<file path="src/rtl/stream_packer_pkg.sv">
// stream_packer_pkg: shared FSM type and sizing helpers for stream_word_packer.
// Build option: define STREAM_WORD_PACKER_BSWAP_EN for MSB-first lane order.
package stream_packer_pkg;

    typedef enum logic [0:0] {
        StFill = 1'b0,
        StSend = 1'b1
    } state_e;

    localparam int unsigned DEF_IN_WIDTH   = 8;
    localparam int unsigned DEF_OUT_WIDTH  = 32;
    localparam int unsigned DEF_FIFO_DEPTH = 16;
    localparam int unsigned DEF_SIZE_WIDTH = 12;

    // Samples per output word.
    function automatic int unsigned calc_ratio(input int unsigned in_width,
                                               input int unsigned out_width);
        return out_width / in_width;
    endfunction

    // Bytes contributed by one sample.
    function automatic int unsigned calc_bytes(input int unsigned in_width);
        return in_width / 8;
    endfunction

    // Lane counter width, never narrower than one bit.
    function automatic int unsigned calc_lane_cnt_w(input int unsigned ratio);
        return (ratio > 1) ? $clog2(ratio) : 1;
    endfunction

    function automatic int unsigned calc_ptr_w(input int unsigned depth);
        return $clog2(depth);
    endfunction

    // Bit offset of the lane that the lane-th sample of a word lands in.
    function automatic int unsigned lane_offset(input int unsigned lane,
                                                input int unsigned ratio,
                                                input int unsigned in_width);
`ifdef STREAM_WORD_PACKER_BSWAP_EN
        return (ratio - 1 - lane) * in_width;
`else
        return (lane % ratio) * in_width;
`endif
    endfunction

endpackage

</file>
<file path="src/rtl/sync_fifo_fwft.sv">
// sync_fifo_fwft: synchronous first-word-fall-through FIFO with occupancy count.
// DEPTH must be a power of two so the pointers wrap naturally.
module sync_fifo_fwft #(
    parameter int unsigned WIDTH = 32,
    parameter int unsigned DEPTH = 16
) (
    input  logic                     clk_i,
    input  logic                     rst_ni,
    input  logic                     push_i,
    input  logic [WIDTH-1:0]         data_i,
    input  logic                     pop_i,
    output logic [WIDTH-1:0]         data_o,
    output logic [$clog2(DEPTH):0]   count_o,
    output logic                     full_o,
    output logic                     empty_o
);

    localparam int unsigned PTR_W = $clog2(DEPTH);
    localparam logic [PTR_W:0] DEPTH_CNT = DEPTH[PTR_W:0];

    logic [WIDTH-1:0] mem_q [DEPTH];
    logic [PTR_W-1:0] wr_ptr_q, rd_ptr_q;
    logic [PTR_W:0]   count_q;
    logic             do_push, do_pop;

    assign full_o  = (count_q == DEPTH_CNT);
    assign empty_o = (count_q == '0);
    assign do_push = push_i && !full_o;
    assign do_pop  = pop_i && !empty_o;
    assign data_o  = mem_q[rd_ptr_q];
    assign count_o = count_q;

    // Storage array; contents are only meaningful where count says so.
    always_ff @(posedge clk_i) begin
        if (do_push) begin
            mem_q[wr_ptr_q] <= data_i;
        end
    end

    // Pointers and occupancy.
    always_ff @(posedge clk_i or negedge rst_ni) begin
        if (!rst_ni) begin
            wr_ptr_q <= '0;
            rd_ptr_q <= '0;
            count_q  <= '0;
        end else begin
            if (do_push) begin
                wr_ptr_q <= wr_ptr_q + 1'b1;
            end
            if (do_pop) begin
                rd_ptr_q <= rd_ptr_q + 1'b1;
            end
            case ({do_push, do_pop})
                2'b10:   count_q <= count_q + 1'b1;
                2'b01:   count_q <= count_q - 1'b1;
                default: count_q <= count_q;
            endcase
        end
    end

endmodule

</file>
<file path="src/rtl/stream_word_packer.sv">
// stream_word_packer: packs IN_WIDTH samples into OUT_WIDTH words, buffers one packet
// and forwards it with ready/last handshake and a byte count.
// Build option: STREAM_WORD_PACKER_BSWAP_EN places samples MSB-first within a word.
module stream_word_packer
    import stream_packer_pkg::*;
#(
    parameter int unsigned IN_WIDTH   = DEF_IN_WIDTH,
    parameter int unsigned OUT_WIDTH  = DEF_OUT_WIDTH,
    parameter int unsigned FIFO_DEPTH = DEF_FIFO_DEPTH,
    parameter int unsigned SIZE_WIDTH = DEF_SIZE_WIDTH
) (
    input  logic                  i_clk,
    input  logic                  i_rst_n,
    input  logic [IN_WIDTH-1:0]   i_data,
    input  logic                  i_data_valid,
    input  logic                  i_data_last,
    output logic                  o_in_ready,
    input  logic                  i_tmanager_ready,
    output logic                  o_tanswer_ready,
    output logic [OUT_WIDTH-1:0]  o_tdata,
    output logic                  o_tanswer_data_last,
    output logic [SIZE_WIDTH-1:0] o_packet_size_in_bytes,
    output logic                  o_overflow
);

    localparam int unsigned RATIO       = calc_ratio(IN_WIDTH, OUT_WIDTH);
    localparam int unsigned BYTES       = calc_bytes(IN_WIDTH);
    localparam int unsigned LANE_CNT_W  = calc_lane_cnt_w(RATIO);
    localparam int unsigned PTR_W       = calc_ptr_w(FIFO_DEPTH);
    localparam int unsigned LANE_LAST_I = RATIO - 1;
    localparam int unsigned LAST_SLOT_I = FIFO_DEPTH - 1;

    localparam logic [LANE_CNT_W-1:0] LANE_LAST = LANE_LAST_I[LANE_CNT_W-1:0];
    localparam logic [PTR_W:0]        LAST_SLOT = LAST_SLOT_I[PTR_W:0];
    localparam logic [PTR_W:0]        ONE_ENTRY = {{PTR_W{1'b0}}, 1'b1};
    localparam logic [SIZE_WIDTH-1:0] BYTES_SZ  = BYTES[SIZE_WIDTH-1:0];

    state_e                state_q;
    logic                  in_ready_q, overflow_q, discard_q;
    logic [SIZE_WIDTH-1:0] size_q, byte_cnt_q, byte_cnt_d;
    logic [LANE_CNT_W-1:0] lane_cnt_q, lane_cnt_d;
    logic [OUT_WIDTH-1:0]  word_q, word_d, merged;

    logic                  accept, keep, word_done, push, ovf_push, pkt_end, pop, send_valid;
    logic [OUT_WIDTH-1:0]  fifo_rdata;
    logic [PTR_W:0]        fifo_count;
    logic                  fifo_full, fifo_empty;

    // Acceptance, word assembly and packet-end detection.
    always_comb begin
        accept     = i_data_valid && in_ready_q;
        keep       = accept && !discard_q;
        merged     = word_q |
                     (OUT_WIDTH'(i_data) << lane_offset(32'(lane_cnt_q), RATIO, IN_WIDTH));
        word_done  = keep && (i_data_last || (lane_cnt_q == LANE_LAST));
        push       = word_done && !fifo_full;
        // Filling the last slot without a last sample forces the packet to end early.
        ovf_push   = push && !i_data_last && (fifo_count == LAST_SLOT);
        pkt_end    = keep && (i_data_last || ovf_push);
        send_valid = (state_q == StSend) && !fifo_empty;
        pop        = send_valid && i_tmanager_ready;

        byte_cnt_d = byte_cnt_q;
        lane_cnt_d = lane_cnt_q;
        word_d     = word_q;
        if (keep) begin
            byte_cnt_d = pkt_end ? '0 : byte_cnt_q + BYTES_SZ;
            if (word_done) begin
                lane_cnt_d = '0;
                word_d     = '0;
            end else begin
                lane_cnt_d = lane_cnt_q + 1'b1;
                word_d     = merged;
            end
        end
    end

    // Lane counter, partial word and running byte count.
    always_ff @(posedge i_clk or negedge i_rst_n) begin
        if (!i_rst_n) begin
            lane_cnt_q <= '0;
            word_q     <= '0;
            byte_cnt_q <= '0;
        end else begin
            lane_cnt_q <= lane_cnt_d;
            word_q     <= word_d;
            byte_cnt_q <= byte_cnt_d;
        end
    end

    // Control FSM with registered ready, size and sticky overflow.
    always_ff @(posedge i_clk or negedge i_rst_n) begin
        if (!i_rst_n) begin
            state_q    <= StFill;
            in_ready_q <= 1'b0;
            size_q     <= '0;
            overflow_q <= 1'b0;
            discard_q  <= 1'b0;
        end else begin
            unique case (state_q)
                StFill: begin
                    in_ready_q <= 1'b1;
                    // Dropping the tail of a truncated packet ends at its last sample.
                    if (accept && discard_q && i_data_last) begin
                        discard_q <= 1'b0;
                    end
                    if (pkt_end) begin
                        state_q    <= StSend;
                        in_ready_q <= 1'b0;
                        size_q     <= byte_cnt_q + BYTES_SZ;
                        if (ovf_push) begin
                            overflow_q <= 1'b1;
                            discard_q  <= 1'b1;
                        end
                    end
                end
                StSend: begin
                    if (pop && (fifo_count == ONE_ENTRY)) begin
                        state_q    <= StFill;
                        in_ready_q <= 1'b1;
                    end
                end
                default: begin
                    state_q <= StFill;
                end
            endcase
        end
    end

    sync_fifo_fwft #(
        .WIDTH (OUT_WIDTH),
        .DEPTH (FIFO_DEPTH)
    ) u_fifo (
        .clk_i   (i_clk),
        .rst_ni  (i_rst_n),
        .push_i  (push),
        .data_i  (merged),
        .pop_i   (pop),
        .data_o  (fifo_rdata),
        .count_o (fifo_count),
        .full_o  (fifo_full),
        .empty_o (fifo_empty)
    );

    assign o_in_ready             = in_ready_q;
    assign o_tanswer_ready        = send_valid;
    assign o_tdata                = send_valid ? fifo_rdata : '0;
    assign o_tanswer_data_last    = send_valid && (fifo_count == ONE_ENTRY);
    assign o_packet_size_in_bytes = size_q;
    assign o_overflow             = overflow_q;

endmodule

</file>
<file path="config.mk">
export PLATFORM = sky130hd
export DESIGN_NAME = stream_word_packer
export DESIGN_NICKNAME = d
export VERILOG_FILES = /design/src/rtl/stream_packer_pkg.sv /design/src/rtl/sync_fifo_fwft.sv /design/src/rtl/stream_word_packer.sv
export SDC_FILE = /design/constraint.sdc
export NUM_CORES = 1
export LEC_CHECK = 0
export CAP_MARGIN = 20
export CORE_UTILIZATION = 35
export CTS_CLUSTER_SIZE = 40
export DETAILED_ROUTE_END_ITERATION = 10
export PLACE_DENSITY = 0.47
export SETUP_SLACK_MARGIN = 0.5
export SYNTH_ARGS = -nofsm -noshare
export SYNTH_HDL_FRONTEND = slang
export SYNTH_SLANG_ARGS = --single-unit
</file>
<file path="constraint.sdc">
create_clock -name i_clk -period 5.55 [get_ports i_clk]
set_input_delay 0.555 -clock i_clk [delete_from_list [all_inputs] [get_ports i_clk]]
set_output_delay 0.555 -clock i_clk [all_outputs]
set_load 0.02 [all_outputs]
</file>
==> impl_metrics.yaml <==
route:
  dr.pass1.iters: 5
  vias: 11610
  drc_errors: 0
  routed_wl_um: 56230
  avgRoutedWirePerCell_um: 25.84
  ant_nets: 0
  drtIter0Drc: 881
  avgViaCountPerCell: 5.335
synth:
  ys_async_sr_fraction: 0.1278
  synth_nets: 1200
  ys_seq_area_frac: 0.7478
  syn-cell-area_mm2: 0.02307
  synth_cell_types: 53
  postSynthCellCount: 1174
  avgSynthCellArea_um2: 19.65
  synth-edff-count: 512
  yosys_warnings: 0
  synthFlopType: "edfxtp_1"
  synth_top_area_frac: 0.6665
  synth_top_area_cell: "edfxtp_1"
  ys_seq_elements: 587
  synth_area_leaders: "edfxtp_1 (67%), mux4_2 (12%), dfrtp_1 (8.1%), mux2i_1 (1.4%), o21ai_0 (1.4%)"
placed_design:
  globalplace.congestion: 0.7040
  dp_hpwl_um: 31900
  placed_area_mm2: 0.02483
  place_ws_ns: 1.448
  port_buffers: 60
sta:
  fin_crit_sh: 0.8508
  post-route-min-period_ns: 4.722
  rsz0062_at_grt: "no"
  setup_violations: 0
  fmaxAchievable_mhz: 211.8
  max-slew-margin-rel: 0.2915
  tightest_slew_ns: 1.062
  finalClockSkew_ns: 0.03118
  maxSlewViolCount: 0
  fin_tns_setup_ns: 0
  hold_violations: 0
  layout_setup_ws_ns: 0.8279
power_and_ir_drop:
  seq_power_share: 0.410
  leakagePower_nw: 9.160
  powerDensity_mw_per_mm2: 536.7
  p_clk_frac: 0.287
  p_sw_mw: 4.554
  p_int_mw: 9.883
  max-vdd-ir-drop_uv: 278.7
  p_sw_frac: 0.3154
  comb_power_share: 0.303
grt:
  grtUsageTotal: 0.1704
  first_global_vias: 11990
  grt-ovfl-total: 0
  grt_max_degree: 76
  grt_pass1_wl_um: 82190
  antenna_found_initial: 0
setup_path:
  path_class: "reg -> out"
  arrival_ns: 4.17
  crit_path_start_kind: "flip-flop"
  path_max_fanout: 20
  end_kind: "output port"
  critPathRequiredTime_ns: 4.99
status:
  status: "finished clean"
clock_tree:
  htreeDepth: 3
  post_cts_buffers: 0
  clock-sinks: 587
  cts_root_buf: "clkbuf_16"
  cts_tree: "done"
  cts_buffers: 67
  insertion_delay_ns: 0.59
  cts_max_path_buffers: 3
  clkTransAtPathRegs_ns: 0.06
final_layout:
  final_area_mm2: 0.02690
  fillCellCount: 5712
  layout_commonest_cell: "edfxtp_1"
  fin_util: 0.4151
  multiInputGateArea_mm2: 0.005535
  area_growth_syn_to_layout_pct: 16.62
  antenna_cells: 0
  drive_gt1_frac: 0.2210
  final_nets: 1302
  layout_common_cells: "edfxtp_1 (512), mux4_2 (128), dfrtp_1 (72)"
  register_area_mm2: 0.01726
floorplan:
  coreArea_mm2: 0.06481
  dieArea_mm2: 0.06694
  placementRows: 93
  start_util: 0.3559
  die_x_um: 258.7
  dieHeight_um: 258.7
  io_pins: 61
flow_run:
  maxCapViolCount: 0
hold_path:
  hp-class: "in -> async"
[area by class of cell]
type                            instances  share of cell area
Clock inverter                         30            0.009302
Multi-Input combinational cell        510              0.2058
Sequential cell                       587              0.6416
Inverter                               11            0.001535
Timing Repair Buffer                   99             0.03581
Clock buffer                           84             0.06623
Tap cell                              855             0.03977
[power by group through the flow]
stage          Combinational (mW)  Sequential [mW]  Clock (mW)
6_report                     4.38             5.92        4.14
3_5_place_dp                 4.48             6.01           0
5_1_grt                      4.73             5.97        4.41
3_3_place_gp                 4.47             6.00           0
2_1_floorplan                2.96             5.79           0
4_1_cts                      4.50             5.93        4.26
[logic make-up (layout without fill, tap and decap cells)]
kind of cell    Yosys count  in the layout  synth area share
fa+ha+maj                13             13          0.007051
compound gates          177            177           0.04898
flops                   587            587            0.7478
buf+inv                  77            224           0.01681
mux                     163            163            0.1403
xor+xnor                 20             20          0.007594
simple gates            137            137           0.03146
[final timing paths]
check	from	end	slack (ns)	depth (start not counted)
max reg2reg	lane_cnt_q[0]$_DFFE_PN0P_	u_fifo.mem_q[6][1]$_DFFE_PP_	2.23	7
max	u_fifo.count_o[0]$_DFFE_PN0P_	o_tdata[29]	0.83	7
min	i_rst_n	o_packet_size_in_bytes[9]$_DFFE_PN0P_	0.35	2
min in group i_clk	o_packet_size_in_bytes[5]$_DFFE_PN0P_	o_packet_size_in_bytes[5]$_DFFE_PN0P_	0.48	2
max in group asynchronous	i_rst_n	u_fifo.rd_ptr_q[2]$_DFFE_PN0P_	4.59	3
min reg2reg	o_packet_size_in_bytes[5]$_DFFE_PN0P_	o_packet_size_in_bytes[5]$_DFFE_PN0P_	0.48	2
[metrics by stage]
stage	power, mW	hold WS [ns]	std cells
6_report	14.44	0.3539	2176
5_1_grt	15.11	0.3485	2176
4_1_cts	14.68	0.1441	2174
3_5_place_dp	10.50	0.4742	2060
3_3_place_gp	10.48	0.4736	2060
2_1_floorplan	8.752	0.2594	1174
[critical path: stages (launching register included)]
cell	delay, ns
dfrtp_1	0.45
inv_1	0.09
ha_1	0.26
nor4b_4	0.18
nor2b_1	0.53
nand2_2	0.64
o21ai_0	0.68
clkdlybuf4s50_1	0.74
[metal layers]
metal	global-route usage	share of wire
met5	0	0
met4	0.04619	0.015
met3	0.02885	0.048
met2	0.2732	0.49
met1	0.2402	0.45
[synthesized netlist by cell type (all sizes together), types with 3 or more instances]
cell type	n
a41oi	3
mux4	128
o21ai	72
inv	11
nand3	8
and2	9
nand2	33
nor3	6
nor2b	4
nand4	3
nor2	45
ha	13
nor4bb	3
a21o	34
xnor2	13
dfrtp	75
xor2	7
nor4	5
buf	40
mux2i	33
a31oi	17
edfxtp	512
and3	5
a21oi	11
clkbuf	26
a22oi	32
[sequential cells by signal (all words and copies together), names as in the netlist, 2 cells and up]
| register | count |
|---|---|
| byte_cnt_q | 12 |
| lane_cnt_q | 2 |
| o_packet_size_in_bytes | 12 |
| u_fifo.count_o | 5 |
| u_fifo.mem_q | 512 |
| u_fifo.rd_ptr_q | 4 |
| u_fifo.wr_ptr_q | 4 |
| word_q | 32 |
[repair_timing]
item                      4_1_cts  5_1_grt
gates resized for setup         0        0
hold endpoints to repair        0       12
hold buffers                    0        1
No activity file was read; power rests on OpenSTA's default activity.
